--- src/rtl/traffic_conflict_monitor.sv ---
// Purpose : safety check between the light controller and the lamps; a violation latches a fault and flashes red on both approaches.
// Latency : lamps are a 1-cycle registered decode of ns/ew; a violation seen in cycle N shows as fault/fault_code/flash at edge N+1.
// Backpressure: none; one phase pair is consumed every cycle and the outputs are always valid.
//
// Ports:
//   clk        clock shared with the controller
//   rst        asynchronous active-low reset
//   ns, ew     phase codes: green 2'b00, yellow 2'b01, red 2'b10 (2'b11 is illegal)
//   fault_clr  level; leaves FAULT for START when high, ignored otherwise
//   ns_lamp    {red,yellow,green} north-south lamp drive
//   ew_lamp    {red,yellow,green} east-west lamp drive
//   fault      high while in FAULT
//   fault_code 1 illegal, 2 conflict, 3 bad sequence, 4 short green,
//              5 short yellow, 6 stuck; 0 when no fault
//   fault_count (only with CONFLICT_MON_STATS_EN) saturating count of FAULT entries
//
// Optional feature macro: CONFLICT_MON_STATS_EN adds the fault_count output.

module traffic_conflict_monitor #(
    parameter int MIN_GREEN  = 10,
    parameter int MIN_YELLOW = 3,
    parameter int MAX_PHASE  = 20,
    parameter int START_CYC  = 2,
    parameter int FLASH_HALF = 1
) (
    input  logic       clk,
    input  logic       rst,
    input  logic [1:0] ns,
    input  logic [1:0] ew,
    input  logic       fault_clr,
    output logic [2:0] ns_lamp,
    output logic [2:0] ew_lamp,
    output logic       fault,
    output logic [2:0] fault_code
`ifdef CONFLICT_MON_STATS_EN
    ,
    output logic [7:0] fault_count
`endif
);

    localparam logic [1:0] PH_GRN = 2'b00;
    localparam logic [1:0] PH_YEL = 2'b01;
    localparam logic [1:0] PH_RED = 2'b10;
    localparam logic [1:0] PH_ILL = 2'b11;

    localparam logic [2:0] LAMP_RED = 3'b100;

    localparam logic [2:0] CODE_NONE      = 3'd0;
    localparam logic [2:0] CODE_ILLEGAL   = 3'd1;
    localparam logic [2:0] CODE_CONFLICT  = 3'd2;
    localparam logic [2:0] CODE_BAD_SEQ   = 3'd3;
    localparam logic [2:0] CODE_SHORT_GRN = 3'd4;
    localparam logic [2:0] CODE_SHORT_YEL = 3'd5;
    localparam logic [2:0] CODE_STUCK     = 3'd6;

    localparam int DW  = $clog2(MAX_PHASE + 1);
    localparam int SCW = $clog2(START_CYC + 1);
    localparam int FCW = $clog2(FLASH_HALF + 1);

    localparam logic [DW-1:0]  MAX_P   = DW'(MAX_PHASE);
    localparam logic [DW-1:0]  MIN_G   = DW'(MIN_GREEN);
    localparam logic [DW-1:0]  MIN_Y   = DW'(MIN_YELLOW);
    localparam logic [SCW-1:0] SC_LAST = SCW'(START_CYC - 1);
    localparam logic [FCW-1:0] FC_LAST = FCW'(FLASH_HALF - 1);

    typedef enum logic [1:0] {
        ST_START = 2'd0,
        ST_MON   = 2'd1,
        ST_FAULT = 2'd2
    } state_t;

    state_t         state;
    state_t         state_nxt;

    logic [1:0]     prev_ns;
    logic [1:0]     prev_ew;
    logic [DW-1:0]  dwell;
    logic [SCW-1:0] start_cnt;
    logic [SCW-1:0] start_cnt_nxt;
    logic           flash;
    logic           flash_nxt;
    logic [FCW-1:0] flash_cnt;
    logic [FCW-1:0] flash_cnt_nxt;
    logic [2:0]     ns_lamp_nxt;
    logic [2:0]     ew_lamp_nxt;
    logic [2:0]     code_nxt;

    logic           pair_same;
    logic           grn_to_yel;
    logic           yel_to_red;
    logic [2:0]     viol_code;

    // An approach may hold its phase or advance one step around green->yellow->red->green.
    function automatic logic seq_ok(input logic [1:0] p, input logic [1:0] c);
        return (c == p) ||
               (p == PH_GRN && c == PH_YEL) ||
               (p == PH_YEL && c == PH_RED) ||
               (p == PH_RED && c == PH_GRN);
    endfunction

    function automatic logic [2:0] lamp_decode(input logic [1:0] ph);
        case (ph)
            PH_GRN:  return 3'b001;
            PH_YEL:  return 3'b010;
            PH_RED:  return 3'b100;
            default: return 3'b000;
        endcase
    endfunction

    // Violation detection on the live inputs; the if/else chain encodes priority.
    always_comb begin
        pair_same  = ({ns, ew} == {prev_ns, prev_ew});
        grn_to_yel = (prev_ns == PH_GRN && ns == PH_YEL) || (prev_ew == PH_GRN && ew == PH_YEL);
        yel_to_red = (prev_ns == PH_YEL && ns == PH_RED) || (prev_ew == PH_YEL && ew == PH_RED);
        viol_code  = CODE_NONE;
        if (ns == PH_ILL || ew == PH_ILL)
            viol_code = CODE_ILLEGAL;
        else if (ns != PH_RED && ew != PH_RED)
            viol_code = CODE_CONFLICT;
        else if (!seq_ok(prev_ns, ns) || !seq_ok(prev_ew, ew))
            viol_code = CODE_BAD_SEQ;
        else if (grn_to_yel && dwell < MIN_G)
            viol_code = CODE_SHORT_GRN;
        else if (yel_to_red && dwell < MIN_Y)
            viol_code = CODE_SHORT_YEL;
        else if (pair_same && dwell == MAX_P)
            viol_code = CODE_STUCK;
    end

    // State register
    always_ff @(posedge clk or negedge rst) begin
        if (!rst)
            state <= ST_START;
        else
            state <= state_nxt;
    end

    // Next-state logic
    always_comb begin
        state_nxt = state;
        unique case (state)
            ST_START: if (start_cnt == SC_LAST)     state_nxt = ST_MON;
            ST_MON:   if (viol_code != CODE_NONE)   state_nxt = ST_FAULT;
            ST_FAULT: if (fault_clr)                state_nxt = ST_START;
            default:                                state_nxt = ST_START;
        endcase
    end

    // Output logic: next values of the registered lamp/code/flash/start state
    always_comb begin
        start_cnt_nxt = start_cnt;
        flash_nxt     = flash;
        flash_cnt_nxt = flash_cnt;
        code_nxt      = fault_code;
        ns_lamp_nxt   = LAMP_RED;
        ew_lamp_nxt   = LAMP_RED;
        unique case (state)
            ST_START: begin
                start_cnt_nxt = (start_cnt == SC_LAST) ? '0 : start_cnt + 1'b1;
            end
            ST_MON: begin
                if (viol_code != CODE_NONE) begin
                    // Flash begins in the on phase, so the offending pair never reaches the lamps.
                    code_nxt      = viol_code;
                    flash_nxt     = 1'b1;
                    flash_cnt_nxt = '0;
                end else begin
                    ns_lamp_nxt = lamp_decode(ns);
                    ew_lamp_nxt = lamp_decode(ew);
                end
            end
            ST_FAULT: begin
                if (fault_clr) begin
                    code_nxt      = CODE_NONE;
                    flash_nxt     = 1'b1;
                    flash_cnt_nxt = '0;
                    start_cnt_nxt = '0;
                end else begin
                    if (flash_cnt == FC_LAST) begin
                        flash_nxt     = ~flash;
                        flash_cnt_nxt = '0;
                    end else begin
                        flash_cnt_nxt = flash_cnt + 1'b1;
                    end
                    ns_lamp_nxt = {flash_nxt, 2'b00};
                    ew_lamp_nxt = {flash_nxt, 2'b00};
                end
            end
            default: ;
        endcase
    end

    // Datapath registers; prev_* and dwell track the inputs in every state.
    always_ff @(posedge clk or negedge rst) begin
        if (!rst) begin
            prev_ns    <= PH_RED;
            prev_ew    <= PH_RED;
            dwell      <= '0;
            start_cnt  <= '0;
            flash      <= 1'b1;
            flash_cnt  <= '0;
            ns_lamp    <= LAMP_RED;
            ew_lamp    <= LAMP_RED;
            fault_code <= CODE_NONE;
        end else begin
            prev_ns    <= ns;
            prev_ew    <= ew;
            if (!pair_same)
                dwell <= DW'(1);
            else if (dwell != MAX_P)
                dwell <= dwell + 1'b1;
            start_cnt  <= start_cnt_nxt;
            flash      <= flash_nxt;
            flash_cnt  <= flash_cnt_nxt;
            ns_lamp    <= ns_lamp_nxt;
            ew_lamp    <= ew_lamp_nxt;
            fault_code <= code_nxt;
        end
    end

    assign fault = (state == ST_FAULT);

`ifdef CONFLICT_MON_STATS_EN
    // Counts FAULT entries; survives fault_clr, cleared only by rst.
    always_ff @(posedge clk or negedge rst) begin
        if (!rst)
            fault_count <= 8'd0;
        else if (state == ST_MON && viol_code != CODE_NONE && fault_count != 8'hFF)
            fault_count <= fault_count + 8'd1;
    end
`endif

endmodule
--- config.mk ---
export PLATFORM = sky130hd
export DESIGN_NAME = traffic_conflict_monitor
export DESIGN_NICKNAME = d
export VERILOG_FILES = /design/src/rtl/traffic_conflict_monitor.sv
export SDC_FILE = /design/constraint.sdc
export NUM_CORES = 1
export LEC_CHECK = 0
export BUFFER_PORTS_ARGS = -buffer_cell sky130_fd_sc_hd__buf_2
export CORE_MARGIN = 2
export CORE_UTILIZATION = 50
export CTS_CLUSTER_DIAMETER = 150
export CTS_CLUSTER_SIZE = 28
export DETAILED_ROUTE_END_ITERATION = 10
export HOLD_SLACK_MARGIN = 0.02
export PLACE_DENSITY = 0.7
export SYNTH_ARGS = -nofsm -noshare
export SYNTH_HDL_FRONTEND = slang
export SYNTH_SLANG_ARGS = --single-unit
--- constraint.sdc ---
create_clock -name clk -period 2.4 [get_ports clk]
set_input_delay 0.48 -clock clk [delete_from_list [all_inputs] [get_ports clk]]
set_output_delay 0.48 -clock clk [all_outputs]
set_load 0.005 [all_outputs]
# ---- After elaboration in Yosys (flattened, before gate mapping)
# Index checks and enable logic that the tools add are counted.
# Widths: inputs -> output; s select.
dict set report word_totals {
  in_bits 7
  output_inout_bits 10
  reg_bits 24
}
dict set report classes {
  n_mux 32
  reduce_logical 34
  addsub 3
  n_lt_le_gt_ge 2
  bitwise_logic 1
  n_eq_ne 24
}
# operator count
set op_table {}
lappend op_table {{$mux 3} 11}
lappend op_table {{$pmux 3 s2} 3}
lappend op_table {{$pmux 3 s3} 2}
lappend op_table {{$eq 2x2->1 const B} 7}
lappend op_table {{$eq 2x1->1 const B} 6}
lappend op_table {{$logic_and 1x1->1} 10}
lappend op_table {{$logic_not 2->1} 5}
lappend op_table {{$logic_or 1x1->1} 10}
lappend op_table {{$mux 5} 2}
lappend op_table {{$ne 2x2->1 const B} 5}
lappend op_table {{$mux 2} 4}
lappend op_table {{$mux 1} 6}
lappend op_table {{$pmux 2 s3} 1}
lappend op_table {{$reduce_and 3->1} 2}
lappend op_table {{$add 5x1->5 const B} 1}
lappend op_table {{$eq 5x5->1 const B} 1}
lappend op_table {{$lt 5x2->1 const B} 1}
lappend op_table {{$lt 5x4->1 const B} 1}
lappend op_table {{$ne 5x5->1 const B} 1}
lappend op_table {{$eq 2x2->1} 2}
lappend op_table {{$eq 4x4->1} 1}
lappend op_table {{$pmux 1 s2} 2}
lappend op_table {{$pmux 2 s2} 1}
lappend op_table {{$reduce_and 2->1} 2}
lappend op_table {{7 further kinds} 9}

# ---- Depth between registers and ports, before layout
# Gate-level depths: netlist of the first run.
dict set report depth {
  word_depth 13
  depth_mapped 7
  mapped_depth_nobuf 7
}

# ---- Worst setup path after synthesis of the first run
# OpenSTA, ideal clock, no wires.
dict set report synth_path {
  path_type {input-to-reg}
  start {input port ns[1]}
  end {register fault_code[1]}
  path_stages 7
  setup_time_ns 0.126
  path_buffers 1
  arrival_ns 2.124
  required_ns 2.274
  path_slack_ns 0.150
  cell_sequence {buf_2 or4b_4 a211oi_2 a21oi_2 o211ai_4 nor3_4 a221o_1}
}
dict set report synth_between {
  elab_chain_len 13
  word_cells_on_any_way 33
}
# item line_no
set synth_rtl {}
lappend synth_rtl {{start: declaration} 28} ;# input logic [1:0] ns,
lappend synth_rtl {{branches (longest 9 deep; another with $eq 4x4->1)} --}
lappend synth_rtl {{$mux 3 (*)} 116} ;# if (ns == PH_ILL || ew == PH_ILL)
lappend synth_rtl {{$reduce_bool 3->1} 162} ;# if (viol_code != CODE_NONE) begin
lappend synth_rtl {{$ne 2x2->1 (no source line)} --}
lappend synth_rtl {{$reduce_and 3->1 (no source line)} --}
lappend synth_rtl {{end signal: assignment} 217} ;# fault_code <= code_nxt;
lappend synth_rtl {{end: declaration} 34} ;# output logic [2:0] fault_code
# Mark *: on every way between the ends. The select of a mux whose other input is x is not followed.
# A chain may end at the register's enable or synchronous reset.

# ---- Final worst setup path of the first run
dict set report layout_path {
  start {register prev_ns[0]}
  end {register fault_code[1]}
}
dict set report layout_between {
  elab_chain_len 13
  word_cells_on_any_way 29
}
# item line_no
set layout_rtl {}
lappend layout_rtl {{start: declaration} 75} ;# logic [1:0] prev_ns;
lappend layout_rtl {{start signal: assignment} 206} ;# prev_ns <= ns;
lappend layout_rtl {{branches (longest 7 deep; another with $eq 4x4->1)} --}
lappend layout_rtl {{$mux 3 (*)} 120} ;# else if (!seq_ok(prev_ns, ns) || !seq_ok(prev_ew, ew))
lappend layout_rtl {{$mux 3 (*)} 118} ;# else if (ns != PH_RED && ew != PH_RED)
lappend layout_rtl {{$mux 3 (*)} 116}
lappend layout_rtl {{$reduce_bool 3->1} 162}
lappend layout_rtl {{$ne 2x2->1 (no source line)} --}
lappend layout_rtl {{$reduce_and 3->1 (no source line)} --}
# Marks and branches as above.

==> results of run 1 <==
==> critical path, stage by stage (launching register included) <==
cell and delay (ns):
dfrtp_1 0.48, or4b_4 0.56, a211oi_2 0.29, a21oi_2 0.09, o211ai_4 0.28, nor3_4 0.10, a221o_1 0.36
==> worst paths after layout <==
path                              start            end  cells past startpoint
max in group asynchronous           rst          flash                      1
min reg2reg                start_cnt[1]   start_cnt[1]                      2
max                          prev_ns[0]  fault_code[1]                      6
min in group clk                  ns[1]     prev_ns[1]                      1
max reg2reg                  prev_ns[0]  fault_code[1]                      6
min                                 rst     ns_lamp[0]                      1
==> cell usage after synthesis (4+ instances only) <==
cell and count:
nor2_1 14, nand2_1 8, o21ai_0 6, inv_1 12, nand2b_1 4, a21oi_1 5, dfrtp_1 18, nor3_1 4
ha_1 6, xnor2_1 5, dfstp_2 5, buf_2 4
==> stage by stage <==
stage	std cells	total power, mW
2_1_floorplan	145	0.856
3_3_place_gp	193	0.981
6_report	197	1.16
4_1_cts	197	1.17
5_1_grt	197	1.28
3_5_place_dp	193	0.994
==> where the power goes <==
group | total, mW | switching (mW) | internal (mW) | leakage, nW
Sequential | 0.516 | 0.0462 | 0.470 | 0.287
Clock | 0.177 | 0.115 | 0.0621 | 0.0177
Combinational | 0.468 | 0.255 | 0.213 | 0.426
Total | 1.16 | 0.416 | 0.745 | 0.731
==> metal layers <==
metal	track usage [%]	wire, um	share of wire [%]	vias to the layer above
li1	-	-	-	577
met1	26.0	1280	46	556
met2	31.0	1400	50	22
met3	4.54	110	3.9	4
met4	8.31	26	0.92	0
met5	0	0	0	-
==> kinds of logic (layout without fill, tap and decap cells) <==
logic type	after synthesis	count (layout)	synth area share (%)
AND/OR/NAND/NOR	51	51	21.5
AO/OA/AOI/OAI	41	41	22.8
flip-flops	23	23	40.6
buffers and inverters	17	38	5.33
adder cells (fa/ha/maj)	6	6	5.24
XOR/XNOR	6	6	3.67
multiplexers	1	1	0.787
==> placed cells by master (no fill, tap or decap), drive strengths merged, types with 2 or more instances in the layout <==
cell type,count
nand2b,4
nor2,14
inv,12
ha,6
nand4b,2
o211ai,4
dfrtp,18
o32a,2
nand2,8
nor2b,3
dfstp,5
o31a,3
clkbuf,3
buf,22
nor3,5
o21ai,8
and4,2
a221o,3
a21oi,6
xnor2,5
or4b,2
nand3,2
and3,2
o21a,3
==> registers in the layout, indices dropped and copies added (netlist names) <==
signal and cells:
state 2, dwell 5, fault_code 3, ns_lamp 3
prev_ns 2, prev_ew 2, start_cnt 2, flash 1
ew_lamp 3
==> final cells by class <==
type / count / area (um2) / area share [%]
Clock buffer: 3 / 22.5 / 1.41
Inverter: 12 / 45.0 / 2.82
Timing Repair Buffer: 22 / 125 / 7.83
Sequential cell: 23 / 582 / 36.4
Clock inverter: 1 / 5.00 / 0.313
Tap cell: 31 / 38.8 / 2.43
Multi-Input combinational cell: 105 / 779 / 48.8
==> what timing repair did <==
| item | 4_1_cts | 5_1_grt |
|---|---|---|
| setup endpoints to repair | 0 | 1 |
| hold endpoints to repair | 0 | 0 |
| resized for setup | 0 | 1 |
| hold buffers | 0 | 0 |
==> impl_metrics.toml, run 1 <==
[status]
status = "completed"

[yosys]
ys.flop_type = "dfrtp_1"
syn_area_mm2 = 0.00143
synth.net_count = 158
yosys_warnings = 0
ys_seq_area_share_pct = 40.6
synth_edf_count = 0
synth_seq_cells = 23
synth_area_leaders = "dfrtp_1, dfstp_2, ha_1"
yosysTopAreaCellShare_pct = 31.5
synth.distinct_cells = 52
avgSynthCellArea_um2 = 9.87
async_flop_share_pct = 100
postSynthCellCount = 145
synth_top_cell_by_area = "dfrtp_1"

[sta]
finalCriticalPeriod_ns = 2.26
slew_viol_final = 0
slew_headroom_pct = 67.1
tns_ns = 0
finalClockSkew_ns = 0.00742
rsz0062_at_grt = "false"
hold_ws_ns = 0.116
hold_viol_final = 0
min_period_over_period_pct = 94.3
fmax_mhz = 442
worst_pin_slew_ns = 0.481
finalSetupViolCount = 0
final.setup.worst_slack_ns = 0.137

[floorplanning]
die_h_um = 57.5
start_util_pct = 52.4
die-area_mm2 = 0.00331
rows = 19
die_width_um = 57.5
coreArea_mm2 = 0.00273
ios = 17

[layout]
utilization_pct = 58.4
fin_nets = 180
area_growth_pct = 11.6
drive_gt1_share_pct = 26.5
insertedDiodeCount = 0
fin_area_mm2 = 0.00160
nFillCells = 237

[cts]
clk_path_buf_depth = 2
htreeDepth = 1
clkLatencyLatePin_ns = 0.31
cts_root_buf = "clkbuf_4"
clock_sinks = 23
numCtsBuffers = 3
tritoncts = "done"
cts_setup_buffers = 0
clk_pin_slew_ns = 0.13

[worst_setup_path]
arrival_ns = 2.46
rrSetupSlack_ns = 0.14
worstPathMaxFanout = 7
worstSetupStartpointType = "register"
crit_path_end_kind = "register"
crit_type = "reg -> reg"
required_ns = 2.60

[global_routing]
grt_max_degree = 24
grtUsageTotal_pct = 19.7
overflow = 0
grt_pass1_wl_mm = 5.12
antenna_found_initial = 0
grt_pass1_vias = 1110

[pwr]
p_leak_nw = 0.731
power_per_cell_area_mw_per_mm2 = 727
ir_drop_mv = 0.586

[route]
first_iter_violations = 35
first_pass_iters = 6
finalWirelength_mm = 2.81
vias_per_cell = 5.88
drt-wirelength-per-cell_um = 14.3
ant_nets = 0
route.detailed.drc = 0
num_vias = 1159

[place]
dpl.hpwl_mm = 2.12
placed_area_mm2 = 0.00156
dp_slack_ns = 0.0128
portBuffers = 16
gp_congestion = 0.943

[run]
drv_cap = 0

[min_path]
hp-class = "in -> async"
(Power assumes the default switching activity.)
==> run 2: changes to the inputs <==
--- a/config.mk
+++ b/config.mk
@@ -9,3 +9,4 @@
 export CORE_MARGIN = 2
-export CORE_UTILIZATION = 50
+export CORE_UTILIZATION = 60
+export CTS_BUF_LIST = sky130_fd_sc_hd__clkbuf_4 sky130_fd_sc_hd__clkbuf_8
 export CTS_CLUSTER_DIAMETER = 150
@@ -14,3 +15,3 @@
 export HOLD_SLACK_MARGIN = 0.02
-export PLACE_DENSITY = 0.7
+export PLACE_DENSITY = 0.82
 export SYNTH_ARGS = -nofsm -noshare
==> constraint.sdc (replaced) <==
create_clock -name clk -period 2.4 [get_ports clk]
set_input_delay 0.12 -clock clk [delete_from_list [all_inputs] [get_ports clk]]
set_output_delay 0.12 -clock clk [all_outputs]
set_load 0.005 [all_outputs]
==> run 2 against run 1 <==
Effect of this change: worst setup slack got worse by 0.057 ns; global-route usage increased by 5.7 points; largest cell class unchanged; critical path type is now in -> reg; count of clock-buffer cells in the layout unchanged; power increased by 2.3%; maximum frequency decreased by 2.4%; sequential share of layout area decreased by 0.25 points; clock power increased by 8%; register-to-register slack got worse by 0.02 ns; first-iteration DRC count decreased by 23%; wire length increased by 6.3%; combinational power increased by 2%.
==> impl_metrics.toml, run 2 (synthesized netlist as in run 1, its figures left out) <==
[route]
drt-wirelength-per-cell_um = 15.4
wl_met1_mm = 1.41
wl_met2_mm = 1.39
top_layer = "met4"
vias_per_cell = 6.03
num_vias = 1170
first_pass_iters = 4
wl_met3_um = 127
ant_nets = 0
first_iter_violations = 27
route.detailed.drc = 0
finalWirelength_mm = 2.99

[floorplanning]
rows = 17
start_util_pct = 64.1
die-area_mm2 = 0.00279
ios = 17
die_h_um = 52.8
die_width_um = 52.8
coreArea_mm2 = 0.00223

[pwr]
clockPowerShare_pct = 16.1
pwr-share-comb_pct = 40.1
power_frac_seq_pct = 43.7
p_int_mw = 0.745
p_leak_nw = 0.726
ir_drop_mv = 0.713
switching_share_pct = 37.3
total_power_mw = 1.19
power_per_cell_area_mw_per_mm2 = 738
switchingPower_mw = 0.443

[cts]
clk_pin_slew_ns = 0.14
tritoncts = "done"
numCtsBuffers = 3
clkLatencyLatePin_ns = 0.32
clk_path_buf_depth = 2
clock_sinks = 23
cts_root_buf = "clkbuf_4"
cts_setup_buffers = 0
htreeDepth = 1

[layout]
regMostFlops = "dwell"
drive_gt1_share_pct = 23.5
fin_area_mm2 = 0.00161
area_growth_pct = 12.4
fin_nets = 180
final_common_cell = "dfrtp_1"
insertedDiodeCount = 0
final_cell_mix = "dfrtp_1, buf_2, nor2_1, inv_1, nand2_1"
largest_reg_flops = 5

[sta]
min_period_over_period_pct = 96.7
fmax_mhz = 431
slew_viol_final = 0
finalCriticalPeriod_ns = 2.32
rsz0062_at_grt = "false"
finalClockSkew_ns = 0.00329
slew_headroom_pct = 67.4
finalSetupViolCount = 0
worst_pin_slew_ns = 0.489
hold_ws_ns = 0.0580
tns_ns = 0
hold_viol_final = 0

[place]
gp_congestion = 0.881
portBuffers = 16
dpl.hpwl_mm = 2.12
placed_area_mm2 = 0.00152

[global_routing]
grt_pass1_wl_mm = 5.10
grtUsageTotal_pct = 25.4
antenna_found_initial = 0
grt_pass1_vias = 1113
overflow = 0
grt_max_degree = 24

[worst_setup_path]
worstSetupStartpointType = "primary input"
required_ns = 2.62
worstPathMaxFanout = 14
crit_path_end_kind = "register"
arrival_ns = 2.54
r2r_cells = 6
crit_type = "in -> reg"

[run]
drv_cap = 0

[min_path]
hold_path_depth = 4
hp-class = "in -> reg"

[status]
status = "completed"
-- run 2: through the flow --
stage	utilization, %	worst slack (ns)	instances
after global placement	68.2	0.245	185
after floorplan	-	0.268	145
final	72.0	0.0802	194
after CTS	71.8	0.126	194
after global routing	72.0	0.0163	194
after detailed placement	68.2	0.165	185
-- run 2: layout make-up --
cell class	instances	area [um2]
multi-input cells	105	779
fillers	179	624
flip-flops and latches	23	582
repair buffers	22	138
inverters	12	45.0
well taps	28	35.0
clock buffers	3	22.5
clock inverters	1	7.51
-- run 2: power groups by stage --
stage | logic (mW) | registers (mW) | clock network, mW
2_1_floorplan | 0.338 | 0.518 | 0
3_3_place_gp | 0.445 | 0.520 | 0
3_5_place_dp | 0.458 | 0.526 | 0
4_1_cts | 0.472 | 0.519 | 0.192
5_1_grt | 0.533 | 0.527 | 0.208
6_report | 0.477 | 0.520 | 0.191
-- run 2: routing by layer --
metal	up-vias	GRT usage, %
li1	577	-
met3	6	2.57
met5	-	0
met1	557	35.7
met4	0	11.5
met2	30	39.2
-- run 2: critical path, stage by stage --
cell           delay [ns]
dlygate4sd3_1        0.53
buf_2                0.24
or4b_4               0.50
a211oi_2             0.30
a21oi_2              0.09
o211ai_4             0.29
nor3_4               0.09
a221o_1              0.37
-- run 2: path summary, 6_finish.rpt --
| path | from | end | slack [ns] |
|---|---|---|---|
| min in group asynchronous | rst | fault_code[2] | 0.27 |
| max in group asynchronous | rst | prev_ns[1] | 1.78 |
| hold / removal | fault_clr | start_cnt[1] | 0.06 |
| hold reg to reg | start_cnt[0] | start_cnt[1] | 0.50 |
| setup reg to reg | prev_ns[0] | fault_code[1] | 0.12 |
| setup / recovery | ns[0] | fault_code[1] | 0.08 |
-- run 2: what timing repair did --
| item | CTS | global route |
|---|---|---|
| setup endpoints to repair | 0 | 1 |
| hold buffers | 5 | 0 |
| endpoints found under the hold margin | 22 | 0 |
| resized for setup | 0 | 1 |
==> run 3: changes to the inputs <==
Settings changed: GPL_ROUTABILITY_DRIVEN set to 0, PLACE_DENSITY 0.82 to not set, PLACE_DENSITY_LB_ADDON set to 0.1.
Clock period 2.4 ns to 2.35 ns, I/O delays scaled along.
==> run 3 against run 2 <==
Effect of this change: non-clock buffer count is 1 higher; first-iteration DRC count is 59% higher; core utilization is 0.56 points higher; largest power group unchanged; highest routed layer unchanged.
==> impl_metrics.toml, run 3 (synthesized netlist as in run 1, its figures left out) <==
[status]
status = "completed"

[route]
wl_met1_mm = 1.39
vias_per_cell = 6.09
finalWirelength_mm = 3.06
ant_nets = 0
first_pass_iters = 4
wl_met3_um = 130
wl_met2_mm = 1.52
top_layer = "met4"
num_vias = 1188
drt-wirelength-per-cell_um = 15.7
first_iter_violations = 43
route.detailed.drc = 0

[global_routing]
antenna_found_initial = 0
grtUsageTotal_pct = 25.0
overflow = 0
grt_pass1_wl_mm = 5.15
grt_max_degree = 24
grt_pass1_vias = 1107

[worst_setup_path]
reg2reg_from = "prev_ew[1]"
required_ns = 2.57
crit_path_end_kind = "register"
r2r_end = "fault_code[1]"
worstSetupStartpointType = "primary input"
r2r_cells = 6
slowest_delay_ns = 0.53
arrival_ns = 2.47
crit_chain = "dlygate4sd3_1 -> buf_2 -> or4b_4 -> a211oi_2 -> a21oi_2 -> o211ai_4 -> nor3_4 -> a221o_1"
worstPathMaxFanout = 11
slowest_stage = "dlygate4sd3_1"
rrSetupSlack_ns = 0.11
crit_type = "in -> reg"
critPathLaunch = "ns[1]"

[floorplanning]
ios = 17
die-area_mm2 = 0.00279
die_width_um = 52.8
die_h_um = 52.8
start_util_pct = 64.1
coreArea_mm2 = 0.00223
rows = 17

[sta]
fmax_mhz = 444
hold_ws_ns = 0.0247
finalSetupViolCount = 0
worst_pin_slew_ns = 0.502
finalClockSkew_ns = 0.00802
hold_viol_final = 0
slew_headroom_pct = 66.5
min_period_over_period_pct = 95.7
slew_viol_final = 0
finalCriticalPeriod_ns = 2.25

[cts]
clk_pin_slew_ns = 0.13
htreeDepth = 1
cts_root_buf = "clkbuf_4"
clkLatencyLatePin_ns = 0.32
clk_path_buf_depth = 2
clock_sinks = 23
numCtsBuffers = 3
tritoncts = "done"

[pwr]
p_int_mw = 0.765
total_power_mw = 1.22
p_leak_nw = 0.739
pwr-share-comb_pct = 41.2
switchingPower_mw = 0.452
switching_share_pct = 37.1
power_per_cell_area_mw_per_mm2 = 751
clockPowerShare_pct = 15.3
power_frac_seq_pct = 43.5
ir_drop_mv = 0.614

[place]
dp_cells = 184
portBuffers = 16
dpl.hpwl_mm = 2.17
placed_area_mm2 = 0.00152

[layout]
area_growth_pct = 13.3
final_common_cell = "dfrtp_1"
drive_gt1_share_pct = 25.1
layoutNonFillerInstCount = 195
fin_area_mm2 = 0.00162
largest_reg_flops = 5
final_cell_mix = "dfrtp_1, buf_2, nor2_1, inv_1, nand2_1"
insertedDiodeCount = 0
regMostFlops = "dwell"
fin_nets = 181
utilization_pct = 72.6

[min_path]
hold_start = "ew[0]"
hold_path_depth = 1
min_to = "prev_ew[0]"
hp-class = "in -> reg"

[run]
drv_cap = 0
-- run 3: changes by cell type in the layout (fill, tap and decap cells not counted), sizes merged --
| cell | change |
|---|---|
| clkinv | +1 |
| dlygate4sd3 | -2 |
| clkinvlp | -1 |
| buf | +3 |
-- run 3: worst max-delay path: cells and delay by family --
| kind | cells | cell delay (ns) |
|---|---|---|
| AOI/OAI and AO/OA | 4 | 1.02 |
| and+or+nand+nor | 2 | 0.61 |
| buffers and inverters | 2 | 0.72 |
-- run 3: metal layers --
layer	vias up	track usage, %
met3	2	2.57
met1	578	34.6
met4	0	6.41
li1	578	-
met5	-	0
met2	30	41.5
-- run 3: cell type report --
| class | instances | area [um2] |
|---|---|---|
| fillers | 179 | 612 |
| multi-input cells | 105 | 779 |
| clock buffers | 3 | 22.5 |
| well taps | 28 | 35.0 |
| clock inverters | 1 | 5.00 |
| inverters | 12 | 45.0 |
| flip-flops and latches | 23 | 582 |
| repair buffers | 23 | 153 |
-- run 3: repair_timing --
action                                  4_1_cts  5_1_grt
endpoints found under the setup margin        0        3
gates resized for setup                       0        2
hold buffers                                  3        0
endpoints found under the hold margin        20        0
setup buffers                                 0        4
-- run 3: worst max path at each step --
stage,end,cells after the start
final,fault_code[1],8
after global routing,fault_code[1],6
after CTS,state[1],5
after detailed placement,state[1],5
after global placement,fault_code[1],6
after floorplan,fault_code[1],7
-- run 3: metrics by stage --
step | setup TNS, ns | setup slack (ns)
floorplan | 0 | 0.218
detailed placement | 0 | 0.106
finish | 0 | 0.100
CTS | 0 | 0.101
global route | -0.0164 | -0.0164
global placement | 0 | 0.189
-- run 3: power by group through the flow --
stage	combinational (mW)	sequential, mW	clock (mW)
final	0.501	0.529	0.187
after global routing	0.564	0.539	0.204
after CTS	0.486	0.530	0.195
after detailed placement	0.479	0.538	0
after global placement	0.455	0.530	0
after floorplan	0.345	0.529	0
